===== src/rtl/regfile_pkg.sv =====
// Shared constants for the scoreboarded register file: default sizes and
// the roles of the two write ports.
package regfile_pkg;
  localparam int DATA_W_DEF = 32;
  localparam int NREGS_DEF  = 32;
  // Write-port roles; the load port wins when both ports hit one register.
  localparam int WP_ALU     = 0;
  localparam int WP_LOAD    = 1;
  localparam int NWP        = 2;
endpackage


===== src/rtl/rf_scoreboard.sv =====
// Busy-bit scoreboard: issue sets a bit, writeback clears it, and a set
// beats a clear in the same cycle. Register 0 is never busy.
module rf_scoreboard
  import regfile_pkg::*;
#(
  parameter int NREGS = NREGS_DEF,
  parameter int NRD   = 2,
  localparam int AW   = $clog2(NREGS)
) (
  input  logic              clk,
  input  logic              rst,
  input  logic              we0,
  input  logic [AW-1:0]     waddr0,
  input  logic              we1,
  input  logic [AW-1:0]     waddr1,
  input  logic              iss_valid,
  input  logic [AW-1:0]     iss_addr,
  input  logic [NRD*AW-1:0] raddr,
  output logic [NRD-1:0]    rbusy,
  output logic [NREGS-1:0]  busy_vec
);

  logic [NREGS-1:0] busy;
  logic [NREGS-1:0] busy_nxt;

  always_comb begin
    busy_nxt = busy;
    if (we0)       busy_nxt[waddr0]   = 1'b0;
    if (we1)       busy_nxt[waddr1]   = 1'b0;
    // Applied after the clears so the newer producer keeps the register busy.
    if (iss_valid) busy_nxt[iss_addr] = 1'b1;
    busy_nxt[0] = 1'b0;
  end

  always_ff @(posedge clk or posedge rst) begin
    if (rst) busy <= '0;
    else     busy <= busy_nxt;
  end

  assign busy_vec = busy;

  for (genvar k = 0; k < NRD; k++) begin : g_rbusy
    logic [AW-1:0] ra;
    logic          clr;
    assign ra  = raddr[k*AW +: AW];
    assign clr = (we0 && (waddr0 == ra)) || (we1 && (waddr1 == ra));
    assign rbusy[k] = !rst && busy[ra] && !clr;
  end

endmodule


===== src/rtl/regfile_sb.sv =====
// Register file with two write ports, NRD combinational read ports with
// write bypass, and a per-register busy scoreboard.
module regfile_sb
  import regfile_pkg::*;
#(
  parameter int DATA_W = DATA_W_DEF,
  parameter int NREGS  = NREGS_DEF,
  parameter int NRD    = 2,
  localparam int AW    = $clog2(NREGS)
) (
  input  logic                  clk,
  input  logic                  rst,
  input  logic [NRD*AW-1:0]     raddr,
  output logic [NRD*DATA_W-1:0] rdata,
  output logic [NRD-1:0]        rbusy,
  input  logic                  we0,
  input  logic                  we1,
  input  logic [AW-1:0]         waddr0,
  input  logic [AW-1:0]         waddr1,
  input  logic [DATA_W-1:0]     wdata0,
  input  logic [DATA_W-1:0]     wdata1,
  input  logic                  iss_valid,
  input  logic [AW-1:0]         iss_addr,
  output logic [NREGS-1:0]      busy_vec
);

  logic [DATA_W-1:0] mem [NREGS];

  logic              wen [NWP];
  logic [AW-1:0]     wa  [NWP];
  logic [DATA_W-1:0] wd  [NWP];

  assign wen[WP_ALU]  = we0;
  assign wa[WP_ALU]   = waddr0;
  assign wd[WP_ALU]   = wdata0;
  assign wen[WP_LOAD] = we1;
  assign wa[WP_LOAD]  = waddr1;
  assign wd[WP_LOAD]  = wdata1;

  // Load port written last so it wins a same-address collision.
  always_ff @(posedge clk or posedge rst) begin
    if (rst) begin
      for (int i = 0; i < NREGS; i++) mem[i] <= '0;
    end else begin
      if (wen[WP_ALU] && (wa[WP_ALU] != '0))   mem[wa[WP_ALU]]  <= wd[WP_ALU];
      if (wen[WP_LOAD] && (wa[WP_LOAD] != '0)) mem[wa[WP_LOAD]] <= wd[WP_LOAD];
    end
  end

  for (genvar k = 0; k < NRD; k++) begin : g_rd
    logic [AW-1:0]     ra;
    logic [DATA_W-1:0] rd;
    assign ra = raddr[k*AW +: AW];
    always_comb begin
      rd = (ra == '0) ? '0 : mem[ra];
      if (wen[WP_ALU] && (wa[WP_ALU] == ra) && (ra != '0))   rd = wd[WP_ALU];
      if (wen[WP_LOAD] && (wa[WP_LOAD] == ra) && (ra != '0)) rd = wd[WP_LOAD];
    end
    assign rdata[k*DATA_W +: DATA_W] = rd;
  end

  rf_scoreboard #(
    .NREGS (NREGS),
    .NRD   (NRD)
  ) u_sb (
    .clk       (clk),
    .rst       (rst),
    .we0       (we0),
    .waddr0    (waddr0),
    .we1       (we1),
    .waddr1    (waddr1),
    .iss_valid (iss_valid),
    .iss_addr  (iss_addr),
    .raddr     (raddr),
    .rbusy     (rbusy),
    .busy_vec  (busy_vec)
  );

endmodule


===== config.mk =====
export PLATFORM = sky130hd
export DESIGN_NAME = regfile_sb
export DESIGN_NICKNAME = d
export VERILOG_FILES = /design/src/rtl/regfile_pkg.sv /design/src/rtl/rf_scoreboard.sv /design/src/rtl/regfile_sb.sv
export SDC_FILE = /design/constraint.sdc
export NUM_CORES = 2
export LEC_CHECK = 0
export ABC_AREA = 1
export BUFFER_PORTS_ARGS = -buffer_cell sky130_fd_sc_hd__buf_2
export CAP_MARGIN = 0
export CELL_PAD_IN_SITES_DETAIL_PLACEMENT = 0
export CELL_PAD_IN_SITES_GLOBAL_PLACEMENT = 1
export CORE_UTILIZATION = 41
export CTS_BUF_LIST = sky130_fd_sc_hd__clkbuf_8 sky130_fd_sc_hd__clkbuf_16
export CTS_CLUSTER_SIZE = 40
export DETAILED_ROUTE_END_ITERATION = 12
export HOLD_SLACK_MARGIN = 0.02
export PLACE_DENSITY_LB_ADDON = 0.1
export SETUP_SLACK_MARGIN = 0.5
export SYNTH_ARGS = -nofsm -noshare
export SYNTH_HDL_FRONTEND = slang
export SYNTH_SLANG_ARGS = --single-unit

===== constraint.sdc =====
create_clock -name clk -period 34.9 [get_ports clk]
set_clock_uncertainty 0.1 [all_clocks]
set_input_delay 6.98 -clock clk [delete_from_list [all_inputs] [get_ports clk]]
set_output_delay 6.98 -clock clk [all_outputs]
set_load 0.01 [all_outputs]

==> results.md <==
* Run status: finished, final reports clean
* Via count at about 83000
* Clock transition at path regs at 0.06 ns
* Fin crit share at between 50 and 60%
* Internal at 2883 µW
* Resized cells post-CTS at 0
* CP Class: primary input to output port
* R2R depth at 2
* Hold Buf Count CTS at 0
* CTS Root Cell: clkbuf_16
* Setup violators final at 0
* Sequential share of the synthesized area at 37.31%
* Shortest period the worst path allows at 19.58 ns
* Worst hold path endpoint: mem[1023]$_DFF_PP0_
* Seq pwr share at 36.1%
* Most common cell in the netlist: nand2_1
* Commonest cells post-synth: nand2_1 (2273), nand3_1 (1988), o21ai_0 (1422), inv_1 (1181), dfrtp_1 (1055)
* Hold path cells at 0
* Final ANT Viol Nets at 0
* Routed Wire Length at 410600 µm
* Startpoint types: primary input
* Nets@finish at 10490
* CP required at 27.82 ns
* Pre-antenna DRT Iters at 10
* Maxcap violations at 0
* Post-CTS setup buffer count at 0
* CP arrival at 12.50 ns
* Area share of the largest cell type after synthesis at a little under two fifths
* Die Height at 417.4 µm
* Synth area leaders: dfrtp_1 (37%), nand3_1 (14%), nand2_1 (12%), o21ai_0 (10%), a21oi_1 (7.1%)
* CTS tree: yes
* RSZ-0062 raised after global routing: false
* Post-Synth Simple-Gate Area at 28.70%
* Cell area after synthesis at 0.07075 mm²
* Hold WS at 0.2749 ns
* Num ports at 192
* CP max FO at 75
* Reg2reg setup slack at ~34 ns
* Largest family of logic cells by synthesized area: simple AND/OR/NAND/NOR gates
* Power Density at 59.03 mW/mm²
* Post-Synth XOR/XNOR Area at 0.04951%
* First-pass GRT wire length at 571100 µm
* DRC Markers at 0
* Max clock buf depth at 3
* FF+latch count, synth at 1055
* Share of cells above drive strength 1 at 7.197%
* Tot Pwr at 4560 µW
* Reg2reg start: u_sb.busy_vec[21]$_DFF_PP0_
* Final hold violations at 0
* Post-synth EDFFs at 0
* Largest net degree at the start of global routing at 149
* Syn nets at roughly 11000
* GP Congestion at 0.9713
* Hpwl dp at ~230000 µm
* GRT Util Overall at 45.76%
* Count of input and output buffers at 190
* Worst skew pair latency at between 0.8 and 0.9 ns
* CTS buffer count at 139
* Leading area contributor after synthesis: dfrtp_1
* Mux share of post-synthesis cell area at 0%
* Fmax at 51.07 MHz
* Congestion Overflow GR at 0
* Post-synth ARST share at 100.0%
* Die W at around 420 µm
* Final Max Slew Viols at 0
* Synthesized area per cell at ~6.5 µm²
* Row cnt at 152
* Starting Density at 41.25%
* Gate power share at 30.9%
* Psw at 1677 µW
* Sw frac at 36.78%
* Clk network pwr share at 33.0%
* Relative slew margins at 6.891%
* DR iter-0 viols at 13860
* Yosys Warn Count at 0
* Maximum vdd drop at 0.04191 mV
* Cell variety after synth at 31
* Avg Vias per Cell at 6.456
* Area delta synth->final at 9.171%
* Post-Synth Adder-Cell Area at 0%
* Slew @ Worst Pin at 1.395 ns
* Die area at 0.1742 mm²
* Vias in the first global route at 74340
* Compound-Gate Fraction of Synth Area at roughly 22%
* Reg2Reg Capture Point: u_sb.busy_vec[21]$_DFF_PP0_
* Initial antenna violation count at 43
* Synth Flop Type: dfrtp_1
* CP endpoint kind: output port
* Static leakage at 0.03685 µW
* Worst hold start: mem[1023]$_DFF_PP0_
* Clock Sinks at approximately 1100
* Core area at 0.1715 mm²
* Cells after synthesis at approximately 11000
* # H-tree levels at 4
* Wire per inst at 31.97 µm
* Crit path from: raddr[0]
* Class of the worst hold path: register to register
* Final setup TNS at 0 ns
## placed cells by master, fill, tap and decap left out, drive strengths merged, types with 3 or more instances in the layout
cell type | synthesis | final
nand2 | 2274 | 2274
nand3 | 1988 | 1988
o21ai | 1457 | 1457
inv | 1214 | 1250
dfrtp | 1055 | 1055
a21oi | 1007 | 1007
buf | 192 | 401
nor2 | 377 | 377
clkbuf | 880 | 189
o211ai | 187 | 187
o22ai | 158 | 158
nor3 | 53 | 53
diode | 0 | 29
a211oi | 26 | 26
clkinv | 11 | 24
a22oi | 21 | 21
o32ai | 11 | 11
a31oi | 10 | 10
bufinv | 0 | 5
xor2 | 4 | 4
nand4 | 3 | 3
## worst max-delay path, cell delays in order
cell	delay, ns
buf_8	0.20
inv_8	0.46
buf_4	0.76
buf_4	0.88
buf_4	0.74
buf_4	0.73
nand2_1	0.12
nand3_1	0.09
nand3_1	0.09
nand3_1	0.13
nand3_1	0.17
nand3_1	0.43
a21oi_1	0.19
buf_2	0.19
## power by group through the flow
| stage | clock network [µW] | logic (µW) | registers [µW] |
|---|---|---|---|
| floorplan | 0 | 1000 | 1650 |
| global placement | 0 | 1340 | 1660 |
| detailed placement | 0 | 1360 | 1660 |
| CTS | 1510 | 1370 | 1640 |
| global route | 1550 | 1570 | 1680 |
| finish | 1510 | 1410 | 1650 |
## worst max-delay path by stage
stage | to | slack, ns | depth (start not counted)
after CTS | rdata[25] | 15.71 | 14
after global placement | rdata[25] | 15.82 | 14
after global routing | rdata[25] | 15.40 | 14
after detailed placement | rdata[25] | 15.71 | 14
final | rdata[25] | 15.32 | 14
after floorplan | rbusy[1] | 4.75 | 3
## final cells by class
class                           count  area (µm²)
Antenna cell                       29       72.57
Sequential cell                  1055       26400
Tap cell                         2310        2890
Clock buffer                      189        4257
Timing Repair Buffer              401        2725
Clock inverter                     56       404.1
Inverter                         1225        4652
Multi-Input combinational cell   7578       35840
Fill cell                       18090       94300
## sequential cells by signal (all words and copies together), names as in the netlist
name	count
u_sb.busy_vec	31
mem	1024
## through the flow
stage               setup slack [ns]  cells  instance area, µm²  util, %
floorplan                      4.749  10930               70760        -
global placement               15.82  12570               72480    42.25
detailed placement             15.71  12570               72480    42.25
CTS                            15.71  12810               77140    44.97
global route                   15.40  12820               77190    45.00
finish                         15.32  12840               77240    45.03
## logic make-up (layout without fill, tap and decap cells)
kind of cell | count (synthesis) | after routing
buffers and inverters | 2297 | 1871
other | 1 | 30
XOR/XNOR | 4 | 4
AND/OR/NAND/NOR | 4696 | 4696
flip-flops | 1055 | 1055
AO/OA/AOI/OAI | 2877 | 2877
## layer usage
| layer | share of wire, % | GRT usage [%] | wire [µm] | vias up |
|---|---|---|---|---|
| met5 | 0.021 | 0 | 86 | - |
| met4 | 8.1 | 32.42 | 33240 | 14 |
| met3 | 13 | 11.73 | 52660 | 1588 |
| met2 | 42 | 66.17 | 171000 | 6583 |
| met1 | 37 | 59.33 | 153500 | 39600 |
| li1 | - | - | - | 35130 |
No activity file was read; power rests on OpenSTA's default activity.
